**config.mk**
```make
export PLATFORM = sky130hd
export DESIGN_NAME = bram_bank_arbiter_flat
export DESIGN_NICKNAME = d
export VERILOG_FILES = /design/src/rtl/bram_bank_arbiter_pkg.sv /design/src/rtl/bram_bank_arbiter_if.sv /design/src/rtl/bram_bank_arbiter_rr_arbiter.sv /design/src/rtl/bram_bank_arbiter.sv /design/src/flat_wrapper.sv
export SDC_FILE = /design/constraint.sdc
export NUM_CORES = 1
export LEC_CHECK = 0
export CORE_AREA = 10 10 105 154
export CTS_CLUSTER_DIAMETER = 50
export DETAILED_ROUTE_END_ITERATION = 7
export DIE_AREA = 0 0 115 164
export PLACE_DENSITY = 0.8
export SKIP_CTS_REPAIR_TIMING = 1
export SYNTH_ARGS = -nofsm -noshare
export SYNTH_HDL_FRONTEND = slang
export SYNTH_HIERARCHICAL = 1
export SYNTH_SLANG_ARGS = --single-unit
```
**constraint.sdc**
```tcl
create_clock -name clk -period 1.8 [get_ports clk]
set_input_delay 0.18 -clock clk [delete_from_list [all_inputs] [get_ports clk]]
set_output_delay 0.18 -clock clk [all_outputs]
set_load 0.01 [all_outputs]
```
**src/rtl/bram_bank_arbiter_pkg.sv**
```systemverilog
// Shared helpers for the BRAM bank arbiter: width calculation and address-window decode.
package bank_arb_pkg;

  function automatic int unsigned clog2(input int unsigned value);
    int unsigned w;
    w = 0;
    while ((64'd1 << w) < 64'(value)) w++;
    return w;
  endfunction

  // Requester id width, never narrower than one bit.
  function automatic int unsigned req_id_w(input int unsigned n);
    return (clog2(n) < 1) ? 1 : clog2(n);
  endfunction

  function automatic logic in_window(input logic [63:0] addr,
                                     input logic [63:0] lo,
                                     input logic [63:0] hi);
    return (lo <= addr) && (addr <= hi);
  endfunction

endpackage

```
**src/rtl/bram_bank_arbiter_if.sv**
```systemverilog
// Engine-side request/response bus of one BRAM bank arbiter.
interface bram_bank_arbiter_if #(
  parameter int unsigned NUM_REQ    = 4,
  parameter int unsigned ADDR_WIDTH = 13,
  parameter int unsigned DATA_WIDTH = 32
);
  logic [NUM_REQ-1:0]            req_valid;
  logic [NUM_REQ-1:0]            req_we;
  logic [NUM_REQ*ADDR_WIDTH-1:0] req_addr;
  logic [NUM_REQ*DATA_WIDTH-1:0] req_wdata;
  logic [NUM_REQ-1:0]            req_grant;
  logic [NUM_REQ-1:0]            rsp_valid;
  logic [DATA_WIDTH-1:0]         rsp_data;

  modport master (
    output req_valid, req_we, req_addr, req_wdata,
    input  req_grant, rsp_valid, rsp_data
  );

  modport slave (
    input  req_valid, req_we, req_addr, req_wdata,
    output req_grant, rsp_valid, rsp_data
  );
endinterface

```
**src/rtl/bram_bank_arbiter_rr_arbiter.sv**
```systemverilog
// Round-robin arbiter: combinational one-hot grant, pointer advances past the winner.
module rr_arbiter
  import bank_arb_pkg::*;
#(
  parameter int unsigned N = 4
) (
  input  logic                     clk,
  input  logic                     rst,
  input  logic [N-1:0]             req,
  input  logic                     advance,
  output logic [N-1:0]             gnt,
  output logic [req_id_w(N)-1:0]   gnt_id
);
  localparam int unsigned W = req_id_w(N);

  logic [W-1:0] ptr;
  logic [N-1:0] upperMask;
  logic [N-1:0] upperReq;
  logic [N-1:0] pick;
  logic         found;

  // Requests at or above the pointer win first; otherwise wrap to the lowest index.
  always_comb begin
    upperMask = '0;
    for (int unsigned i = 0; i < N; i++) begin
      upperMask[i] = (32'(ptr) <= i);
    end
    upperReq = req & upperMask;
    pick     = (|upperReq) ? upperReq : req;
  end

  always_comb begin
    gnt    = '0;
    gnt_id = '0;
    found  = 1'b0;
    for (int unsigned i = 0; i < N; i++) begin
      if (!found && pick[i]) begin
        found  = 1'b1;
        gnt[i] = 1'b1;
        gnt_id = W'(i);
      end
    end
  end

  always_ff @(posedge clk or posedge rst) begin
    if (rst) begin
      ptr <= '0;
    end else if (advance) begin
      ptr <= (gnt_id == W'(N - 1)) ? '0 : gnt_id + W'(1);
    end
  end

endmodule

```
**src/rtl/bram_bank_arbiter.sv**
```systemverilog
// Shares one single-port BRAM bank between NUM_REQ engines: window decode,
// round-robin grant, registered memory command and read-return routing.
module bram_bank_arbiter
  import bank_arb_pkg::*;
#(
  parameter int unsigned NUM_REQ    = 4,
  parameter int unsigned ADDR_WIDTH = 13,
  parameter int unsigned DATA_WIDTH = 32,
  parameter int unsigned LOWER_ADDR = 0,
  parameter int unsigned UPPER_ADDR = 4,
  parameter int unsigned RD_LATENCY = 1
) (
  input  logic                  clk,
  input  logic                  rst,
  bram_bank_arbiter_if.slave    reqBus,
  output logic                  mem_en,
  output logic                  mem_we,
  output logic [ADDR_WIDTH-1:0] mem_addr,
  output logic [DATA_WIDTH-1:0] mem_wdata,
  input  logic [DATA_WIDTH-1:0] mem_rdata,
  output logic                  conflict
);
  localparam int unsigned W = req_id_w(NUM_REQ);
  localparam logic [ADDR_WIDTH-1:0] LowerLocal = ADDR_WIDTH'(LOWER_ADDR);

  logic [NUM_REQ-1:0]    eligible;
  logic [NUM_REQ-1:0]    gnt;
  logic [W-1:0]          gntId;
  logic                  transfer;
  logic                  selWe;
  logic [ADDR_WIDTH-1:0] selAddr;
  logic [DATA_WIDTH-1:0] selWdata;

  logic                  tagValid [RD_LATENCY];
  logic [W-1:0]          tagId    [RD_LATENCY];
  logic [NUM_REQ-1:0]    rspValidQ;

  always_comb begin
    eligible = '0;
    for (int unsigned i = 0; i < NUM_REQ; i++) begin
      eligible[i] = reqBus.req_valid[i] &
                    in_window(64'(reqBus.req_addr[i*ADDR_WIDTH +: ADDR_WIDTH]),
                              64'(LOWER_ADDR), 64'(UPPER_ADDR));
    end
  end

  rr_arbiter #(.N(NUM_REQ)) uArb (
    .clk     (clk),
    .rst     (rst),
    .req     (eligible),
    .advance (|eligible),
    .gnt     (gnt),
    .gnt_id  (gntId)
  );

  assign transfer = |gnt;

  always_comb begin
    selWe    = 1'b0;
    selAddr  = '0;
    selWdata = '0;
    for (int unsigned i = 0; i < NUM_REQ; i++) begin
      if (gnt[i]) begin
        selWe    = reqBus.req_we[i];
        selAddr  = reqBus.req_addr[i*ADDR_WIDTH +: ADDR_WIDTH];
        selWdata = reqBus.req_wdata[i*DATA_WIDTH +: DATA_WIDTH];
      end
    end
  end

  always_ff @(posedge clk or posedge rst) begin
    if (rst) begin
      mem_en    <= 1'b0;
      mem_we    <= 1'b0;
      mem_addr  <= '0;
      mem_wdata <= '0;
      conflict  <= 1'b0;
    end else begin
      mem_en   <= transfer;
      mem_we   <= transfer & selWe;
      conflict <= ($countones(eligible) > 1);
      if (transfer) begin
        mem_addr  <= selAddr - LowerLocal;
        mem_wdata <= selWdata;
      end
    end
  end

  // Tag stage 0 lines up with mem_en; the extra rspValidQ stage lines up with mem_rdata.
  always_ff @(posedge clk or posedge rst) begin
    if (rst) begin
      for (int unsigned s = 0; s < RD_LATENCY; s++) begin
        tagValid[s] <= 1'b0;
        tagId[s]    <= '0;
      end
      rspValidQ <= '0;
    end else begin
      tagValid[0] <= transfer & ~selWe;
      tagId[0]    <= gntId;
      for (int unsigned s = 1; s < RD_LATENCY; s++) begin
        tagValid[s] <= tagValid[s-1];
        tagId[s]    <= tagId[s-1];
      end
      rspValidQ <= tagValid[RD_LATENCY-1] ? (NUM_REQ'(1) << tagId[RD_LATENCY-1]) : '0;
    end
  end

  assign reqBus.req_grant = gnt;
  assign reqBus.rsp_valid = rspValidQ;
  assign reqBus.rsp_data  = (|rspValidQ) ? mem_rdata : '0;

endmodule
```
**src/flat_wrapper.sv**
```systemverilog
// flat-port wrapper written by rule: the top's interface ports become plain ports
module bram_bank_arbiter_flat import bank_arb_pkg::*;
#(
  parameter int unsigned NUM_REQ    = 4,
  parameter int unsigned ADDR_WIDTH = 13,
  parameter int unsigned DATA_WIDTH = 32,
  parameter int unsigned LOWER_ADDR = 0,
  parameter int unsigned UPPER_ADDR = 4,
  parameter int unsigned RD_LATENCY = 1
)
  (clk, rst, mem_en, mem_we, mem_addr, mem_wdata, mem_rdata, conflict, reqBus_req_valid, reqBus_req_we, reqBus_req_addr, reqBus_req_wdata, reqBus_req_grant, reqBus_rsp_valid, reqBus_rsp_data);
  bram_bank_arbiter_if #(.NUM_REQ(NUM_REQ), .ADDR_WIDTH(ADDR_WIDTH), .DATA_WIDTH(DATA_WIDTH)) reqBus_i ();
  input  logic clk;
  input  logic rst;
  output logic mem_en;
  output logic mem_we;
  output logic [ADDR_WIDTH-1:0] mem_addr;
  output logic [DATA_WIDTH-1:0] mem_wdata;
  input  logic [DATA_WIDTH-1:0] mem_rdata;
  output logic conflict;
  input wire logic [$bits(reqBus_i.req_valid)-1:0] reqBus_req_valid;
  input wire logic [$bits(reqBus_i.req_we)-1:0] reqBus_req_we;
  input wire logic [$bits(reqBus_i.req_addr)-1:0] reqBus_req_addr;
  input wire logic [$bits(reqBus_i.req_wdata)-1:0] reqBus_req_wdata;
  output wire logic [$bits(reqBus_i.req_grant)-1:0] reqBus_req_grant;
  output wire logic [$bits(reqBus_i.rsp_valid)-1:0] reqBus_rsp_valid;
  output wire logic [$bits(reqBus_i.rsp_data)-1:0] reqBus_rsp_data;
  assign reqBus_i.req_valid = reqBus_req_valid;
  assign reqBus_i.req_we = reqBus_req_we;
  assign reqBus_i.req_addr = reqBus_req_addr;
  assign reqBus_i.req_wdata = reqBus_req_wdata;
  assign reqBus_req_grant = reqBus_i.req_grant;
  assign reqBus_rsp_valid = reqBus_i.rsp_valid;
  assign reqBus_rsp_data = reqBus_i.rsp_data;
  bram_bank_arbiter #(.NUM_REQ(NUM_REQ), .ADDR_WIDTH(ADDR_WIDTH), .DATA_WIDTH(DATA_WIDTH), .LOWER_ADDR(LOWER_ADDR), .UPPER_ADDR(UPPER_ADDR), .RD_LATENCY(RD_LATENCY)) u_core (.clk(clk), .rst(rst), .reqBus(reqBus_i), .mem_en(mem_en), .mem_we(mem_we), .mem_addr(mem_addr), .mem_wdata(mem_wdata), .mem_rdata(mem_rdata), .conflict(conflict));
endmodule
```
# Word level (Yosys, flattened, before mapping)
# Cells that the tools add are included.
# word_totals
input_bits,222
register_bits,57
wordCells,66
output_inout_bits,88
# classes
bitwise,8
n_shift,1
reduce_logical,10
n_mux,25
eq_ne,1
n_lt_le_gt_ge,8
n_addsub,4
# ops
operator,count
32-bit two-way mux,5
"13-bit by 3-bit <= comparator with 1-bit output, second input constant",4
13-bit two-way mux,4
32-bit adder,1
"32-bit by 2-bit greater-than comparator with 1-bit output, second input constant",1
4-bit OR reduction,4
1-bit two-way mux,11
4-bit two-way mux,2
1-bit bitwise AND,6
2-bit two-way mux,3
1-bit by 1-bit adder with 2-bit output,2
4-bit bitwise AND,1
"2-bit by 1-bit <= comparator with 1-bit output, second input constant",2
"1-bit by 2-bit << shifter with 4-bit output, first input constant",1
1-bit logical AND,3
1-bit zero test,3
"2-bit by 1-bit adder with 2-bit output, second input constant",1
"2-bit == test, second input constant",1
"2-bit <= comparator, second input constant",1
1-bit NOT,1

# Logic depth before layout (Yosys ltp)
# Gate-level depths: netlist (run 1).
# logic_depth
word_depth,18
mapped_depth,12

# By module
# The synthesis (run 1) kept the hierarchy.
# by_module_without_submodules
mod,area_each_um2,n_inst,cells_each
bram_bank_arbiter,3941.3,1,494
rr_arbiter,254.0,1,36

# Worst setup path after synthesis (run 1)
# No wires, ideal clock.
# synth_path
path_type,input to register
startpoint,input reqBus_req_addr[19]
endpoint,register u_core.mem_addr[1]
slack_ps,-506
path_stages,12
t_arrival_ps,2180
setup_time_ps,126
path_cell_list,nor4_1 -> nand4_1 -> inv_1 -> nor2_1 -> a21oi_1 -> o22ai_1 -> and2_1 -> or4_4 -> buf_6 -> buf_6 -> nor2_1 -> a31oi_1
# synth_between
elab_chain_len,16
word_cells_on_any_way,22
# synth_lines
element,line,source
start: declaration,flat_wrapper.sv:23,input wire logic [$bits(reqBus_i.req_addr)-1:0] reqBus_req_addr;
13-bit by 3-bit <= comparator with 1-bit output *,bram_bank_arbiter_pkg.sv:19,return (lo <= addr) && (addr <= hi);
1-bit bitwise AND *,bram_bank_arbiter.sv:41,eligible[i] = reqBus.req_valid[i] &
via u_core.eligible[1],bram_bank_arbiter.sv:26,logic [NUM_REQ-1:0] eligible;
4-bit bitwise AND *,bram_bank_arbiter_rr_arbiter.sv:28,upperReq = req & upperMask;
4-bit OR reduction *,bram_bank_arbiter_rr_arbiter.sv:29,pick = (|upperReq) ? upperReq : req;
4-bit two-way mux *,bram_bank_arbiter_rr_arbiter.sv:29,
1-bit two-way mux *,bram_bank_arbiter_rr_arbiter.sv:37,if (!found && pick[i]) begin
via reqBus_req_grant[0],flat_wrapper.sv:25,output wire logic [$bits(reqBus_i.req_grant)-1:0] reqBus_req_grant;
[... 2 more ...],--,
1-bit two-way mux,bram_bank_arbiter_rr_arbiter.sv:37,
1-bit zero test,bram_bank_arbiter_rr_arbiter.sv:37,
1-bit logical AND,bram_bank_arbiter_rr_arbiter.sv:37,
1-bit two-way mux,bram_bank_arbiter_rr_arbiter.sv:37,
1-bit zero test,bram_bank_arbiter_rr_arbiter.sv:37,
1-bit logical AND,bram_bank_arbiter_rr_arbiter.sv:37,
1-bit two-way mux,bram_bank_arbiter_rr_arbiter.sv:37,
4-bit OR reduction or 13-bit two-way mux (tied branches),"bram_bank_arbiter.sv:56, bram_bank_arbiter.sv:63",
end signal: assignment,bram_bank_arbiter.sv:83,mem_addr <= selAddr - LowerLocal;
end: declaration,bram_bank_arbiter.sv:18,"output logic [ADDR_WIDTH-1:0] mem_addr,"
# The timed path passes the listed nets; every way through them passes the cells marked *.
# A chain may end at the register's enable or synchronous reset.

# Worst setup path in the final report (run 1)
# layout_path
startpoint,input reqBus_req_addr[11]
endpoint,register u_core.mem_wdata[13]
# layout_between
elab_chain_len,16
word_cells_on_any_way,22
# layout_lines
element,line,source
13-bit by 3-bit <= comparator with 1-bit output *,bram_bank_arbiter_pkg.sv:19,
1-bit bitwise AND *,bram_bank_arbiter.sv:41,
via u_core.eligible[0],bram_bank_arbiter.sv:26,
4-bit bitwise AND,bram_bank_arbiter_rr_arbiter.sv:28,
4-bit OR reduction,bram_bank_arbiter_rr_arbiter.sv:29,
4-bit two-way mux *,bram_bank_arbiter_rr_arbiter.sv:29,
1-bit two-way mux,bram_bank_arbiter_rr_arbiter.sv:37,
1-bit zero test,bram_bank_arbiter_rr_arbiter.sv:37,
1-bit logical AND,bram_bank_arbiter_rr_arbiter.sv:37,
1-bit two-way mux,bram_bank_arbiter_rr_arbiter.sv:37,
1-bit zero test,bram_bank_arbiter_rr_arbiter.sv:37,
1-bit logical AND,bram_bank_arbiter_rr_arbiter.sv:37,
1-bit two-way mux,bram_bank_arbiter_rr_arbiter.sv:37,
1-bit zero test,bram_bank_arbiter_rr_arbiter.sv:37,
1-bit logical AND,bram_bank_arbiter_rr_arbiter.sv:37,
1-bit two-way mux,bram_bank_arbiter_rr_arbiter.sv:37,
4-bit OR reduction or 32-bit two-way mux (tied branches),"bram_bank_arbiter.sv:56, bram_bank_arbiter.sv:63",
end signal: assignment,bram_bank_arbiter.sv:84,mem_wdata <= selWdata;
end: declaration,bram_bank_arbiter.sv:19,"output logic [DATA_WIDTH-1:0] mem_wdata,"
# Marked as above.

==> results.toml, run 1 <==
[outcome]
outcome = "finished with violations"
violations = "setup timing"

[synth]
netlist.area_leader.share_pct = 34.0
synth.cell_area_um2 = 4200
yosysSeqAreaShare_pct = 34.0
avgSynthCellArea_um2 = 7.92
ys_warn_count = 6
syn_inst = 530
syn-num-nets = 755
yosys-top-cells-area = "dfrtp_1, a221o_1, nand3b_1"
ys_types = 37
synth_top_area_cell = "dfrtp_1"
ys_seq_elements = 57

[clocking]
clock_latency_ps = 320
clk_pin_slew_ps = 50
h-tree-depth = 3
cts.sinks = 57
cts-root-buf = "clkbuf_16"
ctsLongestPathBuffers = 2
cts_buffers = 9
cts_tree = "done"

[route]
drt_iter0_drc = 355
totalWireLength_mm = 23.6
detail_route.vias_per_cell = 5.26
wire_per_inst_um = 22.1
drtPass1Iterations = 4
via_count = 5616
post-route-drc-count = 0
ant_nets = 0

[global_routing]
antenna_found_initial = 0
met2_usage_pct = 36.5
grt_pass1_vias = 5323
grtUsageMet3_pct = 5.40
busiest_layer = "met2"
track_usage_pct = 20.5
grt_pass1_wl_mm = 30.3
overflow = 0
grt_max_degree = 56
grt_use_met1_pct = 23.3

[hold_path]
min_path_type = "input pin to async pin"

[sta]
period_minus_slack_ps = 2190
slew_violations = 0
rsz0062_at_grt = "yes"
holdWs_ps = 62.0
fin_ws_ps = -389
hold_viol = 0
maxSlewHeadroom_pct = 71.3
worst_pin_slew_ps = 431
finalCritPeriodShare_pct = 122
setup_violations = 67
fmax_mhz = 457
fin_worst_skew_ps = 7.05

[cells_and_area]
final_common_cell = "clkdlybuf4s50_1"
final_util_pct = 69.5
finalNonFillerCells = 1068
area.growth.synth_to_final_pct = 122
final_cell_mix = "clkdlybuf4s50_1, dfrtp_1, buf_4"
final_nets = 1127
drive_above_1_share_pct = 27.7
antennaDiodeCount = 0

[floorplanning]
die_area_um2 = 18900
core_um2 = 13400
design.portCount = 310
die_x_um = 115
die_h_um = 164
num_rows = 52
start_util_pct = 31.3

[setup_path]
r2r_slack_ps = -350
cp.arrival_ps = 2380
required_ps = 1990
cp_max_fo = 6
r2r_cells = 8
r2r-start = "u_core/uArb/ptr[0]$_DFFE_PP0P_"
crit_path_end_kind = "flop"
startpoint_type = "input pin"
worstSetupPathType = "input pin to flop"
r2r_end = "u_core/mem_wdata[13]$_DFFE_PP0P_"

[place]
gp_congestion = 0.879
placed_cells = 1018
pre_cts_slack_ps = -1030
dp_hpwl_mm = 16.5
port_buffers = 309

[flow_run]
drv_cap = 0

[power]
power_density_nw_per_um2 = 445
peakVddDrop_mv = 0.344
p_leak_nw = 4.30
state kept, by name, indices dropped and copies added, names as in the netlist:
name and cells:
u_core/conflict 1, u_core/mem_addr 13, u_core/mem_en 1, u_core/mem_wdata 32, u_core/mem_we 1, u_core/reqBus.rsp_valid 4, u_core/tagId 2, u_core/tagValid 1
u_core/uArb/ptr 2
area by class of cell:
class / count / area (µm²)
clock inverter: 3 / 40.0
inverter: 54 / 203
timing repair buffer: 409 / 4230
clock buffer: 12 / 256
fill: 1009 / 4090
sequential: 57 / 1430
multi-input combinational: 371 / 2960
tap: 162 / 203
power by group:
part / internal, mW / switching, mW
Sequential: 1.36 / 0.0774
Combinational: 0.685 / 0.323
Clock: 1.13 / 0.568
per-stage QoR:
stage	TNS, ps	cell area (µm²)	power, mW
global route	-26240	9320	4.30
global placement	-53230	7930	2.34
finish	-19040	9320	4.14
detailed placement	-55210	7930	2.35
CTS	-47920	8220	4.07
floorplan	-19080	4260	1.59
logic make-up (layout without fill, tap and decap cells):
logic type	Yosys count	in the layout	share of synthesized area (%)
flip-flops	57	57	34.0
AND/OR/NAND/NOR	210	212	27.2
multiplexers	1	1	0.239
buffers and inverters	104	478	11.6
adder cells (fa/ha/maj)	3	3	1.07
AO/OA/AOI/OAI	155	155	25.9
routing by layer:
metal  wire [µm]  vias up
met4         377        0
li1            -     2652
met1        8930     2705
met3        1540       29
met5           0        -
met2       12700      230
synthesized netlist by cell type, drive strengths merged:
library cell / instances
nor3b: 5
nand3: 1
or2: 3
and3: 1
fa: 1
inv: 54
nand2: 52
mux2i: 1
a31oi: 45
a21oi: 52
and2b: 14
nand3b: 46
a211oi: 1
dfrtp: 57
nand2b: 2
nor4: 9
o31ai: 1
nor2b: 18
o21a: 1
o22ai: 1
o211a: 1
nand4: 4
nor2: 52
o221a: 1
and3b: 1
clkbuf: 25
or4: 1
a221o: 45
o21ai: 6
a221oi: 1
ha: 2
buf: 25
and2: 1
worst max path at each step:
stage / to / startpoint / slack (ps)
floorplan: u_core/mem_addr[1]$_DFFE_PP0P_ / reqBus_req_addr[16] / -410
CTS: reqBus_req_grant[1] / reqBus_req_addr[51] / -870
global route: u_core/mem_wdata[13]$_DFFE_PP0P_ / reqBus_req_addr[11] / -490
global placement: u_core/mem_wdata[1]$_DFFE_PP0P_ / reqBus_req_addr[46] / -1000
detailed placement: u_core/mem_addr[10]$_DFFE_PP0P_ / reqBus_req_addr[46] / -1030
finish: u_core/mem_wdata[13]$_DFFE_PP0P_ / reqBus_req_addr[11] / -390
critical path, cell delays in order:
cell and delay (ps):
dlymetal6s2s_1 160, nor4_2 240, nand4_1 170, inv_2 140, or2_4 150, a21oi_4 50, o21a_4 240, or4_4 650
clkbuf_16 230, nor2_4 100, a31oi_1 50
Power figures use the tool's default switching activity.
==> inputs of run 2 (changes only) <==
- CAP_MARGIN: default -> 0
- CTS_CLUSTER_DIAMETER: 50 -> 150
- RECOVER_POWER: default -> 25
==> results.toml, run 2 (synthesis results as in run 1) <==
[cells_and_area]
fillers = 1011
final_cell_mix = "clkdlybuf4s50_1, dfrtp_1, buf_4"
drive_above_1_share_pct = 27.6
top_register = "u_core/mem_wdata"
final_util_pct = 69.4
largest_reg_flops = 32
antennaDiodeCount = 0
area.growth.synth_to_final_pct = 122
final_nets = 1127
final_common_cell = "clkdlybuf4s50_1"

[clocking]
clk_pin_slew_ps = 50
cts.sinks = 57
h-tree-depth = 3
cts-root-buf = "clkbuf_16"
clock_latency_ps = 320
cts_buffers = 9
cts_tree = "done"
ctsLongestPathBuffers = 2

[sta]
fin_ws_ps = -392
fmax_mhz = 456
hold_viol = 0
fin_setup_tns_ps = -19060
slew_violations = 0
finalCritPeriodShare_pct = 122
maxSlewHeadroom_pct = 46.3
fin_worst_skew_ps = 6.55
setup_violations = 67
worst_pin_slew_ps = 805
rsz0062_at_grt = "yes"
period_minus_slack_ps = 2190

[floorplanning]
die_h_um = 164
design.portCount = 310
die_x_um = 115
die_area_um2 = 18900
core_um2 = 13400
num_rows = 52
start_util_pct = 31.3

[setup_path]
startpoint_type = "input pin"
crit_path_end_kind = "flop"
worstSetupPathType = "input pin to flop"
cp.arrival_ps = 2380
required_ps = 1990
critPathLaunch = "reqBus_req_addr[11]"
cp_max_fo = 6
r2r-start = "u_core/uArb/ptr[0]$_DFFE_PP0P_"

[flow_run]
drv_cap = 0

[global_routing]
track_usage_pct = 20.5
grt_max_degree = 56
overflow = 0
grt_pass1_vias = 5323
antenna_found_initial = 0
grt_pass1_wl_mm = 30.3

[outcome]
violations = "setup timing"
outcome = "finished with violations"

[route]
drt_iter0_drc = 346
detail_route.vias_per_cell = 5.26
wire_per_inst_um = 22.1
via_count = 5622
drtPass1Iterations = 7
post-route-drc-count = 0
ant_nets = 0
totalWireLength_mm = 23.6

[hold_path]
hp-start = "reqBus_req_addr[45]"
min_path_type = "input pin to flop"

[power]
power_density_nw_per_um2 = 445
p_leak_nw = 4.29
peakVddDrop_mv = 0.342

[place]
dp_hpwl_mm = 16.5
port_buffers = 309
gp_congestion = 0.879
pre_cts_slack_ps = -1030
## run 2: cell count changes in the layout (fill, tap and decap cells not counted), sizes merged
cell,before,now
dlygate4sd3,0,1
clkdlybuf4s50,224,223
clkinv,2,3
buf,102,101
clkbuf,51,52
inv,54,53
## run 2: area by class of cell
type	count	area [µm²]	area share, %
repair buffers	409	4220	45.3
multi-input cells	371	2960	31.8
flip-flops and latches	57	1430	15.3
clock buffers	12	256	2.76
inverters	54	203	2.18
well taps	162	203	2.18
clock inverters	3	40.0	0.430
## run 2: worst paths after layout
| check | cells past startpoint | endpoint | slack, ps |
|---|---|---|---|
| worst max-delay path | 11 | u_core/mem_wdata[13]$_DFFE_PP0P_ | -390 |
| worst min-delay path | 3 | u_core/mem_addr[6]$_DFFE_PP0P_ | 110 |
| worst max register to register | 8 | u_core/mem_wdata[13]$_DFFE_PP0P_ | -360 |
| worst min register to register | 1 | u_core/reqBus.rsp_valid[1]$_DFF_PP0_ | 480 |
| max in group asynchronous | 3 | u_core/mem_wdata[11]$_DFFE_PP0P_ | 670 |
| min in group asynchronous | 2 | u_core/uArb/ptr[1]$_DFFE_PP0P_ | 180 |
## run 2: report_power, final
| part | switching, mW | total [mW] | internal (mW) |
|---|---|---|---|
| registers | 0.0773 | 1.44 | 1.36 |
| logic | 0.322 | 1.00 | 0.681 |
| clock network | 0.566 | 1.70 | 1.13 |
| total | 0.966 | 4.14 | 3.17 |
## run 2: per-stage QoR
stage,power [mW],hold WS [ps],area (µm²),cells
floorplan,1.59,-78.8,4260,530
global placement,2.34,398,7930,1018
detailed placement,2.35,401,7930,1018
CTS,4.07,48.8,8220,1033
global route,4.30,121,9300,1068
finish,4.14,110,9300,1068
## run 2: worst max-delay path, stage by stage
cell and delay [ps]:
dlymetal6s2s_1 160, nor4_2 240, nand4_1 170, inv_2 140
or2_4 150, a21oi_4 50, o21a_4 240, or4_4 650
clkbuf_16 230, nor2_4 100, a31oi_1 50
## run 2: layer usage
layer / vias up / share of wire, % / global-route usage [%] / wire [µm]
met5: - / 0 / 0 / 0
li1: 2653 / - / - / -
met1: 2731 / 38 / 23.3 / 8890
met4: 0 / 1.5 / 5.87 / 346
met3: 23 / 6.3 / 5.40 / 1500
met2: 215 / 54 / 36.5 / 12900
